--- src/rtl/cv32e40p_fetch_request_ctrl.sv ---
// Instruction fetch request controller: issues OBI fetches under FIFO credit,
// handles PC redirects and discards stale responses, and buffers instructions with their PC.
module cv32e40p_fetch_request_ctrl #(
  parameter int FIFO_DEPTH = 2
) (
  input  logic        clk,
  input  logic        rst_n,
  input  logic        req_i,
  input  logic        branch_i,
  input  logic [31:0] branch_addr_i,
  output logic        instr_req_o,
  input  logic        instr_gnt_i,
  output logic [31:0] instr_addr_o,
  input  logic        instr_rvalid_i,
  input  logic [31:0] instr_rdata_i,
  output logic        fetch_valid_o,
  input  logic        fetch_ready_i,
  output logic [31:0] fetch_rdata_o,
  output logic [31:0] fetch_addr_o,
  output logic        busy_o
);

  localparam int CW  = $clog2(FIFO_DEPTH + 1);
  localparam int CW1 = CW + 1;
  localparam int PW  = $clog2(FIFO_DEPTH);

  logic [31:0]   r_req_addr;
  logic          r_req_pend;
  logic          r_addr_vld;
  logic          r_br_pend;
  logic [31:0]   r_br_tgt;
  logic [CW-1:0] r_out;
  logic [CW-1:0] r_disc;
  logic [CW-1:0] r_cnt;
  logic [PW-1:0] r_rd;
  logic [PW-1:0] r_wr;
  logic [31:0]   r_rsp_pc;
  logic [31:0]   r_mem_data [FIFO_DEPTH];
  logic [31:0]   r_mem_pc   [FIFO_DEPTH];

  logic [31:0]   w_target;
  logic [CW:0]   w_inflight;
  logic          w_credit;
  logic          w_req;
  logic          w_gnt;
  logic [CW-1:0] w_out_nxt;
  logic [CW-1:0] w_disc_nxt;
  logic          w_drop;
  logic          w_push;
  logic          w_pop;

  function automatic logic [PW-1:0] ptr_inc(input logic [PW-1:0] p);
    return (p == PW'(FIFO_DEPTH - 1)) ? '0 : p + PW'(1);
  endfunction

  assign w_target   = {branch_addr_i[31:2], 2'b00};
  assign w_inflight = {1'b0, r_out} + {1'b0, r_cnt};
  assign w_credit   = w_inflight < CW1'(FIFO_DEPTH);
  // A request left ungranted must stay up; no fetch at all until a boot redirect arrives.
  assign w_req      = r_req_pend | (req_i & r_addr_vld & w_credit);
  assign w_gnt      = w_req & instr_gnt_i;
  assign w_out_nxt  = r_out + CW'(w_gnt) - CW'(instr_rvalid_i);
  assign w_drop     = branch_i | (r_disc != '0);
  assign w_push     = instr_rvalid_i & ~w_drop;
  assign w_pop      = (r_cnt != '0) & fetch_ready_i & ~branch_i;

  always_comb begin
    w_disc_nxt = r_disc;
    if (branch_i) begin
      // Everything still in flight after this cycle belongs to the old stream.
      w_disc_nxt = w_out_nxt;
    end else begin
      if (instr_rvalid_i && (r_disc != '0)) w_disc_nxt = w_disc_nxt - CW'(1);
      // Grant of a request that was held across a redirect returns stale data.
      if (w_gnt && r_br_pend) w_disc_nxt = w_disc_nxt + CW'(1);
    end
  end

  always_ff @(posedge clk or negedge rst_n) begin
    if (!rst_n) begin
      r_req_addr <= '0;
      r_req_pend <= 1'b0;
      r_addr_vld <= 1'b0;
      r_br_pend  <= 1'b0;
      r_br_tgt   <= '0;
      r_out      <= '0;
      r_disc     <= '0;
    end else begin
      r_req_pend <= w_req & ~instr_gnt_i;
      r_out      <= w_out_nxt;
      r_disc     <= w_disc_nxt;
      if (branch_i) begin
        r_addr_vld <= 1'b1;
        if (w_req && !instr_gnt_i) begin
          r_br_pend <= 1'b1;
          r_br_tgt  <= w_target;
        end else begin
          r_br_pend  <= 1'b0;
          r_req_addr <= w_target;
        end
      end else if (w_gnt) begin
        r_req_addr <= r_br_pend ? r_br_tgt : r_req_addr + 32'd4;
        r_br_pend  <= 1'b0;
      end
    end
  end

  always_ff @(posedge clk or negedge rst_n) begin
    if (!rst_n) begin
      r_cnt    <= '0;
      r_rd     <= '0;
      r_wr     <= '0;
      r_rsp_pc <= '0;
    end else if (branch_i) begin
      r_cnt    <= '0;
      r_rd     <= '0;
      r_wr     <= '0;
      r_rsp_pc <= w_target;
    end else begin
      r_cnt <= r_cnt + CW'(w_push) - CW'(w_pop);
      if (w_push) begin
        r_wr     <= ptr_inc(r_wr);
        r_rsp_pc <= r_rsp_pc + 32'd4;
      end
      if (w_pop) r_rd <= ptr_inc(r_rd);
    end
  end

  always_ff @(posedge clk) begin
    if (w_push) begin
      r_mem_data[r_wr] <= instr_rdata_i;
      r_mem_pc[r_wr]   <= r_rsp_pc;
    end
  end

  assign instr_req_o   = w_req;
  assign instr_addr_o  = r_req_addr;
  assign fetch_valid_o = (r_cnt != '0);
  assign fetch_rdata_o = fetch_valid_o ? r_mem_data[r_rd] : '0;
  assign fetch_addr_o  = fetch_valid_o ? r_mem_pc[r_rd] : '0;
  assign busy_o        = w_req | (r_out != '0);

  a_no_overflow: assert property (@(posedge clk) disable iff (!rst_n)
    !(w_push && !w_pop && (r_cnt == CW'(FIFO_DEPTH))));

  a_rsp_expected: assert property (@(posedge clk) disable iff (!rst_n)
    !(instr_rvalid_i && (r_out == '0)));

endmodule

--- config.mk ---
export PLATFORM = sky130hd
export DESIGN_NAME = cv32e40p_fetch_request_ctrl
export DESIGN_NICKNAME = d
export VERILOG_FILES = /design/src/rtl/cv32e40p_fetch_request_ctrl.sv
export SDC_FILE = /design/constraint.sdc
export NUM_CORES = 1
export LEC_CHECK = 0
export ABC_AREA = 1
export CAP_MARGIN = 15
export CORE_ASPECT_RATIO = 0.9
export CORE_MARGIN = 2
export CORE_UTILIZATION = 55
export DETAILED_ROUTE_END_ITERATION = 16
export PLACE_DENSITY_LB_ADDON = 0.2
export SETUP_SLACK_MARGIN = 0.2
export SLEW_MARGIN = 20
export SYNTH_ARGS = -nofsm -noshare
export SYNTH_HDL_FRONTEND = slang
export SYNTH_SLANG_ARGS = --single-unit
--- constraint.sdc ---
create_clock -name clk -period 5.1 [get_ports clk]
set_input_delay 1.02 -clock clk [delete_from_list [all_inputs] [get_ports clk]]
set_output_delay 1.02 -clock clk [all_outputs]
set_load 0.1 [all_outputs]
==> impl_metrics.env <==
export IMPL_setup_tns_ns=0
export IMPL_start_util_pct=55.85
export IMPL_die_area_um2=21320
export IMPL_cts_hold_buf=0
export IMPL_hp_class="reg -> reg"
export IMPL_hpwlAfterDp_um=19010
export IMPL_p_clk_share_pct=22.0
export IMPL_setup_worst_path_start_class="flop"
export IMPL_vias_per_cell=5.479
export IMPL_arrival_ns=2.35
export IMPL_globalplace_congestion=0.9265
export IMPL_power_mw=8.759
export IMPL_root_buffer="clkbuf_16"
export IMPL_wl_per_cell_um=16.80
export IMPL_hold_violations=0
export IMPL_cts_tree="done"
export IMPL_p_switching_mw=4.289
export IMPL_powerDensity_nw_per_um2=642.9
export IMPL_internal_power_mw=4.469
export IMPL_syn_area_um2=11090
export IMPL_status="finished, final reports clean"
export IMPL_coreArea_um2=19860
export IMPL_cp_required_ns=4.08
export IMPL_layout_min_cycle_time_ns=3.369
export IMPL_synth_seq_cells=225
export IMPL_yosysMostFrequentCell="nand2_1"
export IMPL_cts_htree_levels=1
export IMPL_synth_ff_type="edfxtp_1"
export IMPL_grt_pass1_wl_um=46810
export IMPL_synth_top_area_cell="edfxtp_1"
export IMPL_p_comb_share_pct=46.4
export IMPL_clock_fmax_mhz=296.8
export IMPL_ys_warnings_count=0
export IMPL_seq_area_um2=6252
export IMPL_die_h_um=138.7
export IMPL_crit_path_end_kind="primary output"
export IMPL_gr_total_overflow=0
export IMPL_ios=170
export IMPL_reg2regPathDepth=10
export IMPL_yosys_top_cells_area="edfxtp_1 34%, dfrtp_1 23%, nand2_1 15%"
export IMPL_wirelength_um=29160
export IMPL_setup_viol=0
export IMPL_die_x_um=153.7
export IMPL_rsz0062_at_grt="no"
export IMPL_clock_sinks=225
export IMPL_yosysTopAreaCellShare_pct=33.57
export IMPL_utilization_pct=68.59
export IMPL_slew_viol_final=0
export IMPL_peakVddDrop_v=0.0005723
export IMPL_cts_setup_buffers=0
export IMPL_worstMarginPinSlew_ns=1.016
export IMPL_period_share_pct=66.05
export IMPL_hold_depth=2
export IMPL_maxCapViolCount=0
export IMPL_nFillCells=1604
export IMPL_grt_usage_pct=27.14
export IMPL_swShare_pct=48.97
export IMPL_postSynthAreaPerCell_um2=8.410
export IMPL_nets=1541
export IMPL_synth_edff_count=124
export IMPL_insertion_delay_ns=0.52
export IMPL_cellLeakagePower_nw=5.841
export IMPL_syn_inst=1319
export IMPL_grt_pass1_vias=9045
export IMPL_cts_buffers=24
export IMPL_syn2layout_area_growth_pct=22.82
export IMPL_grt_max_degree=90
export IMPL_route_vias_total=9512
export IMPL_cts_resized_gates=0
export IMPL_yosysSeqAreaShare_pct=56.35
export IMPL_antenna_found_initial=1
export IMPL_placementRows=49
export IMPL_io_buffers=163
export IMPL_synth_cell_types=38
export IMPL_clock_skew_ns=0.02262
export IMPL_drt_iter0_drc=834
export IMPL_worstSetupPathType="reg -> out"
export IMPL_clk_pin_slew_ns=0.06
export IMPL_relSlewSlack_pct=32.02
export IMPL_path_max_fanout=6
export IMPL_ant_nets=0
export IMPL_layout_drive_gt1_share_pct=9.459
export IMPL_drc=0
export IMPL_multi_input_area_um2=4254
export IMPL_first_pass_iters=5
export IMPL_synth_common_cells="442 x nand2_1, 164 x nor2_1, 124 x edfxtp_1"
export IMPL_clock_path_buffers=3
export IMPL_synthArstFlopShare_pct=44.89
export IMPL_power_frac_seq_pct=31.7
## final timing paths
check / start / to / slack [ns]
setup / recovery: r_cnt[0] / busy_o / 1.73
hold / removal: r_br_tgt[8] / r_br_tgt[8] / 0.47
setup reg to reg: r_cnt[0] / instr_addr_o[6] / 2.28
hold reg to reg: r_br_tgt[8] / r_br_tgt[8] / 0.47
max in group asynchronous: rst_n / instr_addr_o[12] / 3.43
min in group asynchronous: rst_n / r_br_tgt[23] / 0.63
## flip-flops by register name, summed over array words and instances, names as in the netlist, 2 cells and up
register,count
r_cnt,2
r_rsp_pc,30
r_br_tgt,30
r_mem_data,64
r_disc,2
r_out,2
instr_addr_o,30
r_mem_pc,60
## power by group through the flow
stage / sequential, mW / combinational, mW / clock, mW
2_1_floorplan: 3.53 / 2.32 / 0
3_3_place_gp: 2.77 / 3.97 / 0
3_5_place_dp: 2.78 / 4.04 / 0
4_1_cts: 2.76 / 4.06 / 1.94
5_1_grt: 2.83 / 4.34 / 2.02
6_report: 2.77 / 4.06 / 1.93
## metrics by stage
stage                     instance area, µm²  hold slack (ns)  cells  setup slack, ns
after floorplan                        11100           0.4366   1322           0.4264
after global placement                 12720           0.4491   1691            1.496
after detailed placement               12730           0.4553   1691            1.461
after CTS                              13610           0.4754   1735            1.633
after global routing                   13620           0.4954   1736            1.628
final                                  13620           0.4723   1736            1.731
## area by class of cell
cell class	count	share of cell area, %
diodes	1	0.01837
repair buffers	175	11.42
well taps	255	2.342
multi-input cells	942	31.22
clock buffers	30	4.959
inverters	94	2.599
flip-flops and latches	225	45.89
clock inverters	14	1.543
## critical path, stage by stage (launching register included)
cell	delay, ns
dfrtp_1	0.43
nand2_1	0.08
inv_1	0.04
fa_1	0.48
inv_1	0.04
nand3_1	0.10
o21bai_4	0.10
or3_1	0.31
buf_4	0.24
## placed cells by master, fill, tap and decap left out, types with 5 or more instances in the layout
master	netlist	final
a21oi_1	113	113
a31oi_1	6	6
buf_4	5	78
bufinv_16	0	5
clkbuf_16	0	26
clkdlybuf4s50_1	0	97
clkinv_2	0	6
dfrtp_1	101	100
edfxtp_1	124	124
ha_1	7	7
inv_1	91	91
nand2_1	442	441
nand3_1	96	96
nand4_1	5	5
nor2_1	164	161
nor2_4	2	5
nor3_1	14	14
o211ai_1	10	10
o21ai_0	33	33
xnor2_1	7	7
xor2_1	16	16
## per-layer routing
metal,wire (µm),vias up,global-route usage [%]
met5,0,-,0
met4,839,0,8.740
met3,2231,58,3.875
met2,13510,393,42.29
met1,12580,4457,39.78
li1,-,4604,-
## cell families after synthesis
family                   share of synthesized area, %
AND/OR/NAND/NOR                                 26.81
adder cells (fa/ha/maj)                        0.9700
other                                         0.03380
buffers and inverters                           5.696
XOR/XNOR                                        1.816
AO/OA/AOI/OAI                                   8.324
flip-flops                                      56.35
Note: power is estimated with default switching activity, not from simulation.
